--- config.mk ---
export PLATFORM = sky130hd
export DESIGN_NAME = pipelined_adder_flat
export DESIGN_NICKNAME = d
export VERILOG_FILES = /design/src/rtl/pipelined_adder_pkg.sv /design/src/rtl/pipelined_adder_if.sv /design/src/rtl/pipelined_adder_adder_slice.sv /design/src/rtl/pipelined_adder.sv /design/src/flat_wrapper.sv
export SDC_FILE = /design/constraint.sdc
export NUM_CORES = 1
export LEC_CHECK = 0
export CELL_PAD_IN_SITES_DETAIL_PLACEMENT = 2
export CELL_PAD_IN_SITES_GLOBAL_PLACEMENT = 2
export CORE_MARGIN = 4
export CORE_UTILIZATION = 30
export DETAILED_ROUTE_END_ITERATION = 12
export DONT_BUFFER_PORTS = 1
export GPL_ROUTABILITY_DRIVEN = 0
export HOLD_SLACK_MARGIN = 0.03
export PLACE_DENSITY_LB_ADDON = 0.1
export SYNTH_ARGS = -nofsm -noshare
export SYNTH_HDL_FRONTEND = slang
export SYNTH_HIERARCHICAL = 1
export SYNTH_SLANG_ARGS = --single-unit
--- constraint.sdc ---
create_clock -name clk -period 2.1 [get_ports clk]
set_clock_uncertainty 0.1 [all_clocks]
set_input_delay 0.525 -clock clk [delete_from_list [all_inputs] [get_ports clk]]
set_output_delay 0.525 -clock clk [all_outputs]
set_load 0.01 [all_outputs]
--- src/rtl/pipelined_adder_pkg.sv ---
// Shared definitions for the pipelined add/subtract unit.
//   - width_ok():    legality of a SIZE/STAGES pair; the top refuses to elaborate otherwise.
//   - slice_width(): bits handled by one pipeline slice (C = SIZE/STAGES).
//   - stage_t:       payload carried by one pipeline stage in the default build.
package pipelined_adder_pkg;

    localparam int DEF_SIZE   = 16;
    localparam int DEF_STAGES = 4;

    function automatic bit width_ok(input int size, input int stages);
        return (stages >= 1) && (stages <= size) && ((size % stages) == 0);
    endfunction

    function automatic int slice_width(input int size, input int stages);
        return size / stages;
    endfunction

    localparam int DEF_C = slice_width(DEF_SIZE, DEF_STAGES);

    // Valid bit, carry into the next slice, the slice's partial sum and the
    // operand slices that have not been consumed yet.
    typedef struct packed {
        logic                      valid;
        logic                      carry;
        logic [DEF_C-1:0]          psum;
        logic [DEF_SIZE-DEF_C-1:0] rem_a;
        logic [DEF_SIZE-DEF_C-1:0] rem_b;
    } stage_t;

endpackage

--- src/rtl/pipelined_adder_if.sv ---
// Operand/result handshake bundle of the pipelined adder.
//   master: operand producer and result consumer (drives in_valid, a, b, cin, sub, out_ready)
//   slave:  the adder (drives in_ready, out_valid, s, cout, ovf)
interface pipelined_adder_if
    import pipelined_adder_pkg::*;
#(
    parameter int SIZE = DEF_SIZE
);
    logic            in_valid;
    logic            in_ready;
    logic [SIZE-1:0] a;
    logic [SIZE-1:0] b;
    logic            cin;
    logic            sub;
    logic            out_valid;
    logic            out_ready;
    logic [SIZE-1:0] s;
    logic            cout;
    logic            ovf;

    modport master (
        output in_valid, a, b, cin, sub, out_ready,
        input  in_ready, out_valid, s, cout, ovf
    );

    modport slave (
        input  in_valid, a, b, cin, sub, out_ready,
        output in_ready, out_valid, s, cout, ovf
    );
endinterface

--- src/rtl/pipelined_adder_adder_slice.sv ---
// One C-bit registered slice of the pipelined adder.
//   clk, rst_n : clock, asynchronous active-low reset
//   en         : advance (low while the pipeline is stalled)
//   a, b, cin  : operand slice pair and carry-in
//   sum        : registered partial sum
//   cout       : registered carry-out of the slice
//   msb_cin    : registered carry into the slice MSB (signed overflow on the top slice)
module adder_slice
    import pipelined_adder_pkg::*;
#(
    parameter int C = DEF_C
) (
    input  logic         clk,
    input  logic         rst_n,
    input  logic         en,
    input  logic [C-1:0] a,
    input  logic [C-1:0] b,
    input  logic         cin,
    output logic [C-1:0] sum,
    output logic         cout,
    output logic         msb_cin
);
    logic [C:0] full;

    always_comb begin
        full = {1'b0, a} + {1'b0, b} + {{C{1'b0}}, cin};
    end

    always_ff @(posedge clk or negedge rst_n) begin
        if (!rst_n) begin
            sum     <= '0;
            cout    <= 1'b0;
            msb_cin <= 1'b0;
        end else if (en) begin
            sum     <= full[C-1:0];
            cout    <= full[C];
            // Carry into bit C-1 falls out of the sum bit: s = a ^ b ^ c.
            msb_cin <= full[C-1] ^ a[C-1] ^ b[C-1];
        end
    end
endmodule

--- src/rtl/pipelined_adder.sv ---
// Fully pipelined SIZE-bit add/subtract unit, STAGES slices of C = SIZE/STAGES bits.
//   clk, rst_n : clock, asynchronous active-low reset
//   bus        : slave side of pipelined_adder_if (operands in, result out)
// Result: {cout, s} = a + (sub ? ~b : b) + cin; ovf flags signed overflow.
//
// Handshake: an operand set transfers on a rising edge where in_valid && in_ready,
// a result transfers where out_valid && out_ready. The whole pipeline stalls as a
// unit while out_valid && !out_ready, so in_ready = !stall is the only path from
// an input to an output. Bubbles advance when not stalled and only collapse at
// the output.
module pipelined_adder
    import pipelined_adder_pkg::*;
#(
    parameter int SIZE   = DEF_SIZE,
    parameter int STAGES = DEF_STAGES
) (
    input  logic             clk,
    input  logic             rst_n,
    pipelined_adder_if.slave bus
);
    localparam int C = slice_width(SIZE, STAGES);

    if (!width_ok(SIZE, STAGES)) begin : g_bad_width
        $error("pipelined_adder: SIZE must be a multiple of STAGES with 1 <= STAGES <= SIZE");
    end

    logic            stall;
    logic [SIZE-1:0] b_eff;
    logic [SIZE-1:0] s_q;
    logic            out_valid_q;
    logic            cout_q;
    logic            msb_cin_q;

    assign b_eff = bus.sub ? ~bus.b : bus.b;

    genvar k;
    for (k = 0; k < STAGES; k++) begin : g_stage
        logic [C-1:0] op_a;
        logic [C-1:0] op_b;
        logic [C-1:0] psum;
        logic         c_in;
        logic         c_out;
        logic         msb_cin;
        logic         valid_d;
        logic         valid_q;

        if (k == 0) begin : g_src
            assign op_a    = bus.a[C-1:0];
            assign op_b    = b_eff[C-1:0];
            assign c_in    = bus.cin;
            // While not stalled in_ready is 1, so in_valid alone marks a transfer.
            assign valid_d = bus.in_valid;
        end else begin : g_src
            assign op_a    = g_stage[k-1].g_skew.rem_a[C-1:0];
            assign op_b    = g_stage[k-1].g_skew.rem_b[C-1:0];
            assign c_in    = g_stage[k-1].c_out;
            assign valid_d = g_stage[k-1].valid_q;
        end

        adder_slice #(.C(C)) u_slice (
            .clk     (clk),
            .rst_n   (rst_n),
            .en      (!stall),
            .a       (op_a),
            .b       (op_b),
            .cin     (c_in),
            .sum     (psum),
            .cout    (c_out),
            .msb_cin (msb_cin)
        );

        always_ff @(posedge clk or negedge rst_n) begin
            if (!rst_n) begin
                valid_q <= 1'b0;
            end else if (!stall) begin
                valid_q <= valid_d;
            end
        end

        // Skew: operand bits for the slices above this one, delayed so each
        // slice meets its operands in the same cycle as its carry.
        if (k < STAGES - 1) begin : g_skew
            localparam int R = SIZE - (k + 1) * C;
            logic [R-1:0] rem_a;
            logic [R-1:0] rem_b;
            logic [R-1:0] nxt_a;
            logic [R-1:0] nxt_b;

            if (k == 0) begin : g_nxt
                assign nxt_a = bus.a[SIZE-1:C];
                assign nxt_b = b_eff[SIZE-1:C];
            end else begin : g_nxt
                assign nxt_a = g_stage[k-1].g_skew.rem_a[R+C-1:C];
                assign nxt_b = g_stage[k-1].g_skew.rem_b[R+C-1:C];
            end

            always_ff @(posedge clk or negedge rst_n) begin
                if (!rst_n) begin
                    rem_a <= '0;
                    rem_b <= '0;
                end else if (!stall) begin
                    rem_a <= nxt_a;
                    rem_b <= nxt_b;
                end
            end
        end

        // Deskew: finished lower result slices ride along with the operation.
        if (k > 0) begin : g_lo
            logic [k*C-1:0] sum_lo;
            logic [k*C-1:0] nxt_lo;

            if (k == 1) begin : g_nxt
                assign nxt_lo = g_stage[0].psum;
            end else begin : g_nxt
                assign nxt_lo = {g_stage[k-1].psum, g_stage[k-1].g_lo.sum_lo};
            end

            always_ff @(posedge clk or negedge rst_n) begin
                if (!rst_n) begin
                    sum_lo <= '0;
                end else if (!stall) begin
                    sum_lo <= nxt_lo;
                end
            end
        end
    end

    if (STAGES == 1) begin : g_out
        assign s_q = g_stage[0].psum;
    end else begin : g_out
        assign s_q = {g_stage[STAGES-1].psum, g_stage[STAGES-1].g_lo.sum_lo};
    end

    assign out_valid_q = g_stage[STAGES-1].valid_q;
    assign cout_q      = g_stage[STAGES-1].c_out;
    assign msb_cin_q   = g_stage[STAGES-1].msb_cin;

    assign stall        = out_valid_q && !bus.out_ready;
    assign bus.in_ready = !stall;
    assign bus.out_valid = out_valid_q;

    // Bubbles left behind a result still hold data; present zeros when idle.
    assign bus.s    = out_valid_q ? s_q : '0;
    assign bus.cout = out_valid_q && cout_q;
    // Signed overflow: carry into the MSB differs from carry out of it.
    assign bus.ovf  = out_valid_q && (cout_q ^ msb_cin_q);
endmodule

--- src/flat_wrapper.sv ---
// flat-port wrapper written by rule: the top's interface ports become plain ports
module pipelined_adder_flat import pipelined_adder_pkg::*;
#(
    parameter int SIZE   = DEF_SIZE,
    parameter int STAGES = DEF_STAGES
)
  (clk, rst_n, bus_in_valid, bus_a, bus_b, bus_cin, bus_sub, bus_out_ready, bus_in_ready, bus_out_valid, bus_s, bus_cout, bus_ovf);
  pipelined_adder_if #(.SIZE(SIZE)) bus_i ();
  input  logic clk;
  input  logic rst_n;
  input wire logic [$bits(bus_i.in_valid)-1:0] bus_in_valid;
  input wire logic [$bits(bus_i.a)-1:0] bus_a;
  input wire logic [$bits(bus_i.b)-1:0] bus_b;
  input wire logic [$bits(bus_i.cin)-1:0] bus_cin;
  input wire logic [$bits(bus_i.sub)-1:0] bus_sub;
  input wire logic [$bits(bus_i.out_ready)-1:0] bus_out_ready;
  output wire logic [$bits(bus_i.in_ready)-1:0] bus_in_ready;
  output wire logic [$bits(bus_i.out_valid)-1:0] bus_out_valid;
  output wire logic [$bits(bus_i.s)-1:0] bus_s;
  output wire logic [$bits(bus_i.cout)-1:0] bus_cout;
  output wire logic [$bits(bus_i.ovf)-1:0] bus_ovf;
  assign bus_i.in_valid = bus_in_valid;
  assign bus_i.a = bus_a;
  assign bus_i.b = bus_b;
  assign bus_i.cin = bus_cin;
  assign bus_i.sub = bus_sub;
  assign bus_i.out_ready = bus_out_ready;
  assign bus_in_ready = bus_i.in_ready;
  assign bus_out_valid = bus_i.out_valid;
  assign bus_s = bus_i.s;
  assign bus_cout = bus_i.cout;
  assign bus_ovf = bus_i.ovf;
  pipelined_adder #(.SIZE(SIZE), .STAGES(STAGES)) u_core (.clk(clk), .rst_n(rst_n), .bus(bus_i));
endmodule
==> results of run 1 <==
-- worst reg2reg max path, cell delays in order, from the launching register on --
cell	delay, ns
dfrtp_1	0.40
fa_1	0.47
inv_1	0.09
fa_1	0.21
inv_1	0.05
a21o_1	0.17
a21oi_1	0.15
a21oi_1	0.08
-- placed cells by master, fill, tap and decap left out, drive strengths merged --
cell and count:
and2 18, and2b 1, fa 8, nor2 4, ha 12, clkbuf 11, xnor2 10, nand2b 1
inv 22, mux2 87, dfrtp 97, a21oi 12, xor2 18, bufinv 1, buf 5, a21o 8
clkinv 3, mux2i 5
-- metrics by stage --
stage          std cells  total power [W]  TNS [ns]  hold slack (ns)
2_1_floorplan        318          0.00586  -0.00972            0.129
3_3_place_gp         496          0.00639         0            0.133
3_5_place_dp         496          0.00650         0            0.134
4_1_cts              511          0.00818         0           -0.251
5_1_grt              511          0.00864         0           -0.256
6_report             511          0.00795         0           -0.227
-- flip-flops by register name, indices dropped and copies added, names as in the netlist --
signal	count
u_core/g_stage.g_skew.rem_b	24
u_core/g_stage.valid_q	3
u_core/g_stage.g_skew.rem_a	24
u_core/g_stage.u_slice/msb_cin	1
u_core/g_stage.u_slice/sum	16
u_core/g_stage.u_slice/cout	4
u_core/bus.out_valid	1
u_core/g_stage.g_lo.sum_lo	24
-- per-layer routing --
layer,GRT usage,routed length (um),vias to the layer above
li1,-,-,1055
met2,0.172,4090,42
met3,0.0496,456,9
met5,0,0,-
met1,0.135,3970,1225
met4,0.0312,113,0
-- how the worst max path moves through the flow --
| stage | cells past startpoint | from | slack [ns] | end |
|---|---|---|---|---|
| finish | 7 | u_core/g_stage[1].g_skew.rem_a[0] | 0.24 | u_core/g_stage[2].u_slice/cout |
| global route | 7 | u_core/g_stage[1].g_skew.rem_a[0] | 0.11 | u_core/g_stage[2].u_slice/cout |
| CTS | 7 | u_core/g_stage[1].g_skew.rem_a[0] | 0.22 | u_core/g_stage[2].u_slice/cout |
| detailed placement | 6 | bus_b[0] | 0.15 | u_core/g_stage[0].u_slice/sum[2] |
| global placement | 8 | bus_b[0] | 0.19 | u_core/g_stage[0].u_slice/cout |
| floorplan | 8 | bus_sub | -0.01 | u_core/g_stage[0].u_slice/sum[2] |
-- report_power, final --
| group | internal [W] | switching (W) | leakage (nW) |
|---|---|---|---|
| clock | 0.000912 | 0.000694 | 0.139 |
| combinational | 0.00183 | 0.00130 | 1.06 |
| sequential | 0.00273 | 0.000476 | 1.13 |
| total | 0.00547 | 0.00247 | 2.33 |
-- area by class of cell --
class | count | area (um2)
Timing Repair Buffer | 5 | 62.6
Clock buffer | 11 | 233
Sequential cell | 97 | 2430
Inverter | 22 | 85.1
Fill cell | 1553 | 10100
Tap cell | 188 | 235
Clock inverter | 4 | 45.0
Multi-Input combinational cell | 184 | 2000
-- what timing repair did --
item | CTS | global route
hold endpoints to repair | 97 | 97
setup buffers | 0 | 0
resized for setup | 0 | 0
==> impl_metrics.csv, run 1 <==
group,metric,value,unit
power_and_ir_drop,power_leakage,2.33,nW
routing,drc,0,
routing,via_per_inst,4.56,
logic_synthesis,syn_nets,376,
power_and_ir_drop,vdd_drop_max,0.398,mV
logic_synthesis,ys_warn_count,6,
status,status,"complete, but fails checks",
clock_tree,htree_levels,3,
floorplan,die_y,132,um
worst_setup_path,r2r-start,"u_core/g_stage[1].g_skew.rem_a[0]",
global_route,antenna_found_initial,0,
sta,slew_headroom,0.766,
worst_setup_path,cp_top_family,"adder cells",
floorplan,start_util,0.306,
sta,post-route-period-util,0.885,
sta,slew_violations,0,
finish,drive_gt1_frac,0.356,
logic_synthesis,synthCells,318,
finish,diodes,0,
sta,period_minus_slack,1.86,ns
floorplan,die_w,132,um
sta,worst_slack,0.242,ns
status,violations,"hold timing",
finish,utilization,0.336,
clock_tree,cts-root-buf,"clkbuf_16",
routing,initialDrtViolationCount,47,
clock_tree,cts_inserted_buffers,9,
worst_setup_path,startpoint_type,"flop",
finish,area_delta_synth_final,9.84,%
clock_tree,clkSlewWorstSetupHoldPaths,0.06,ns
placed_design,io_buffers,0,
sta,setup_viol,0,
sta,tightest_slew,0.351,ns
clock_tree,cts.sinks,97,
worst_setup_path,cp_max_fo,2,
floorplan,io-pin-count,58,
floorplan,die_area,0.0175,mm2
worst_setup_path,cp_slowest_cell,"fa_1",
clock_tree,clockBufferDepth,2,
global_route,grt_pass1_wl,14800,um
routing,vias,2331,
global_route,grt_max_degree,98,
clock_tree,clk_latency,0.34,ns
routing,first_pass_iters,3,
sta,rsz0062_at_grt,"false",
placed_design,dp_hpwl,5660,um
power_and_ir_drop,p_per_area,1560,mW/mm2
global_route,grt_usage,0.109,
floorplan,coreArea,0.0151,mm2
sta,hold_slack,-0.227,ns
worst_setup_path,r2r_cells,7,
finish,nets,377,
logic_synthesis,synth_area,0.00463,mm2
sta,max_freq,538,MHz
placed_design,dpl-instance-area,0.00481,mm2
global_route,grt.overflow.total,0,
routing,drt.antenna.violating_nets,0,
finish,final_area,0.00508,mm2
job,maxCapViolations,0,
worst_setup_path,arrival,1.97,ns
worst_setup_path,max_stage_delay,0.47,ns
worst_setup_path,r2r_end,"u_core/g_stage[2].u_slice/cout",
routing,wirelength,8630,um
worst_setup_path,crit_type,"flop to flop",
worst_setup_path,ff2ff_setup_slack,0.24,ns
worst_setup_path,cp-end-kind,"flop",
floorplan,num_rows,45,
min_path,holdCritPathClass,"input pin to async pin",
placed_design,place_ws,0.149,ns
worst_setup_path,cp.required,2.21,ns
logic_synthesis,synth_area_per_cell,14.6,um2
worst_setup_path,path_cells,"fa_1 > inv_1 > fa_1 > inv_1 > a21o_1 > a21oi_1 > a21oi_1",
sta,finalHoldViolations,97,
clock_tree,cts_tree,"built",
global_route,grt_pass1_vias,2730,
routing,avgRoutedWirePerCell,16.9,um
worst_setup_path,crit_buf_inv,2,
No activity file was read; power rests on OpenSTA's default activity.
==> inputs of run 2 (changes only) <==
--- a/config.mk
+++ b/config.mk
@@ -7,8 +7,8 @@
 export LEC_CHECK = 0
 export CELL_PAD_IN_SITES_DETAIL_PLACEMENT = 2
 export CELL_PAD_IN_SITES_GLOBAL_PLACEMENT = 2
-export CORE_MARGIN = 4
-export CORE_UTILIZATION = 30
+export CORE_MARGIN = 2
+export CORE_UTILIZATION = 35
 export DETAILED_ROUTE_END_ITERATION = 12
 export DONT_BUFFER_PORTS = 1
 export GPL_ROUTABILITY_DRIVEN = 0
==> run 2 against run 1 <==
The run still ends with hold timing left. Cell area grew 0.62%. Die area decreased by 19%. Count of clock-buffer cells in the layout rose by 3. Highest routed layer unchanged. Largest cell class unchanged. Fmax down 4.8%.
==> impl_metrics.csv, run 2 (synthesized netlist as in run 1, its figures left out) <==
group,metric,value,unit
finish,final_area,0.00511,mm2
worst_setup_path,crit_type,"flop to output pin",
clock_tree,postCtsSetupBuffers,0,
floorplan,start_util,0.354,
worst_setup_path,max_stage_delay,0.37,ns
global_route,antenna_found_initial,1,
finish,layout_commonest_cell,"dfrtp_1",
routing,via_per_inst,4.66,
worst_setup_path,cp.required,1.47,ns
clock_tree,cts.sinks,97,
worst_setup_path,arrival,1.33,ns
clock_tree,ctsResizeCount,0,
worst_setup_path,crit_buf_inv,2,
placed_design,dp_cells,486,
global_route,grt_max_degree,98,
sta,period_minus_slack,1.95,ns
min_path,holdCritPathClass,"input pin to async pin",
clock_tree,clk_latency,0.34,ns
sta,post-route-period-util,0.929,
sta,rsz0062_at_grt,"false",
worst_setup_path,startpoint_type,"flop",
clock_tree,cts_inserted_buffers,9,
sta,setup_viol,0,
power_and_ir_drop,vdd_drop_max,0.585,mV
worst_setup_path,ff2ff_setup_slack,0.26,ns
worst_setup_path,r2r_end,"u_core/g_stage[1].u_slice/cout",
status,violations,"hold timing",
global_route,grt.overflow.total,0,
worst_setup_path,r2r-start,"u_core/g_stage[0].g_skew.rem_a[0]",
power_and_ir_drop,power_leakage,2.36,nW
finish,final_cell_mix,"dfrtp_1 (97), mux2_2 (55), mux2_4 (32)",
worst_setup_path,cp_top_family,"buffers and inverters",
floorplan,die_area,0.0142,mm2
job,maxCapViolations,0,
routing,wirelength,8570,um
clock_tree,clkSlewWorstSetupHoldPaths,0.06,ns
clock_tree,clockBufferDepth,2,
routing,drc,0,
placed_design,place_ws,0.148,ns
sta,tightest_slew,0.377,ns
routing,initialDrtViolationCount,67,
worst_setup_path,cp_max_fo,13,
routing,vias,2338,
sta,max_freq,512,MHz
floorplan,io-pin-count,58,
finish,nets,379,
routing,avgRoutedWirePerCell,17.1,um
sta,slew_headroom,0.749,
clock_tree,cts_tree,"built",
global_route,grt_usage,0.134,
finish,biggestRegsByFlops,"u_core/g_stage.g_skew.rem_a: 24 flops, u_core/g_stage.g_skew.rem_b: 24 flops, u_core/g_stage.g_lo.sum_lo: 24 flops",
sta,worst_slack,0.149,ns
placed_design,io_buffers,0,
finish,finalNonFillerCells,502,
routing,drt.antenna.violating_nets,0,
finish,area_delta_synth_final,10.5,%
placed_design,dpl-instance-area,0.00481,mm2
placed_design,dp_hpwl,5730,um
worst_setup_path,cp-end-kind,"output pin",
worst_setup_path,cp_slowest_cell,"dfrtp_1",
worst_setup_path,path_cells,"and2b_2 > inv_4 > buf_12",
clock_tree,cts-root-buf,"clkbuf_16",
routing,first_pass_iters,4,
floorplan,die_w,119,um
floorplan,die_y,119,um
global_route,grt_pass1_wl,14400,um
worst_setup_path,r2r_cells,7,
power_and_ir_drop,p_per_area,1580,mW/mm2
finish,drive_gt1_frac,0.362,
status,status,"complete, but fails checks",
sta,hold_slack,-0.220,ns
sta,slew_violations,0,
finish,diodes,0,
floorplan,coreArea,0.0131,mm2
sta,finalHoldViolations,97,
clock_tree,htree_levels,3,
global_route,grt_pass1_vias,2757,
floorplan,num_rows,42,
-- run 2: cell types whose count changed in the layout (fill, tap and decap cells not counted), sizes merged --
| cell | previous run | this run |
|---|---|---|
| clkinv | 3 | 1 |
| clkbuf | 11 | 14 |
| buf | 5 | 7 |
-- run 2: layout make-up --
type | instances | area, um2
Multi-Input combinational cell | 184 | 2000
Clock buffer | 14 | 274
Sequential cell | 97 | 2430
Tap cell | 176 | 220
Clock inverter | 2 | 35.0
Fill cell | 1307 | 7970
Inverter | 22 | 85.1
Timing Repair Buffer | 7 | 77.6
-- run 2: metrics by stage --
step           hold WS (ns)   TNS, ns  utilization  total power (W)
2_1_floorplan         0.129  -0.00972            -          0.00586
3_3_place_gp          0.133         0        0.367          0.00634
3_5_place_dp          0.134         0        0.367          0.00653
4_1_cts              -0.245         0        0.391          0.00830
5_1_grt              -0.249         0        0.391          0.00874
6_report             -0.220         0        0.391          0.00810
-- run 2: where the power goes --
group | internal (W) | total, W | switching, W
sequential | 0.00273 | 0.00321 | 0.000483
clock | 0.00102 | 0.00170 | 0.000682
combinational | 0.00185 | 0.00318 | 0.00134
-- run 2: how the worst max path moves through the flow --
stage	startpoint	cells past startpoint	slack (ns)	endpoint
4_1_cts	u_core/bus.out_valid	3	0.10	bus_in_ready
2_1_floorplan	bus_sub	8	-0.01	u_core/g_stage[0].u_slice/sum[2]
3_5_place_dp	bus_b[0]	8	0.15	u_core/g_stage[0].u_slice/cout
6_report	u_core/bus.out_valid	3	0.15	bus_in_ready
5_1_grt	u_core/bus.out_valid	3	0.07	bus_in_ready
3_3_place_gp	bus_b[0]	8	0.19	u_core/g_stage[0].u_slice/cout
-- run 2: worst register-to-register path, stage by stage, from the launching register on --
cell and delay (ns):
dfrtp_1 0.41, fa_1 0.48, inv_1 0.09, fa_1 0.21, inv_1 0.05, a21o_1 0.15, a21oi_1 0.15, a21oi_1 0.08
-- run 2: layer usage --
| layer | up-vias | global-route usage | part of all wire |
|---|---|---|---|
| li1 | 1058 | - | - |
| met1 | 1229 | 0.163 | 0.44 |
| met2 | 45 | 0.217 | 0.49 |
| met3 | 6 | 0.0551 | 0.052 |
| met4 | 0 | 0.0402 | 0.014 |
| met5 | - | 0 | 0 |
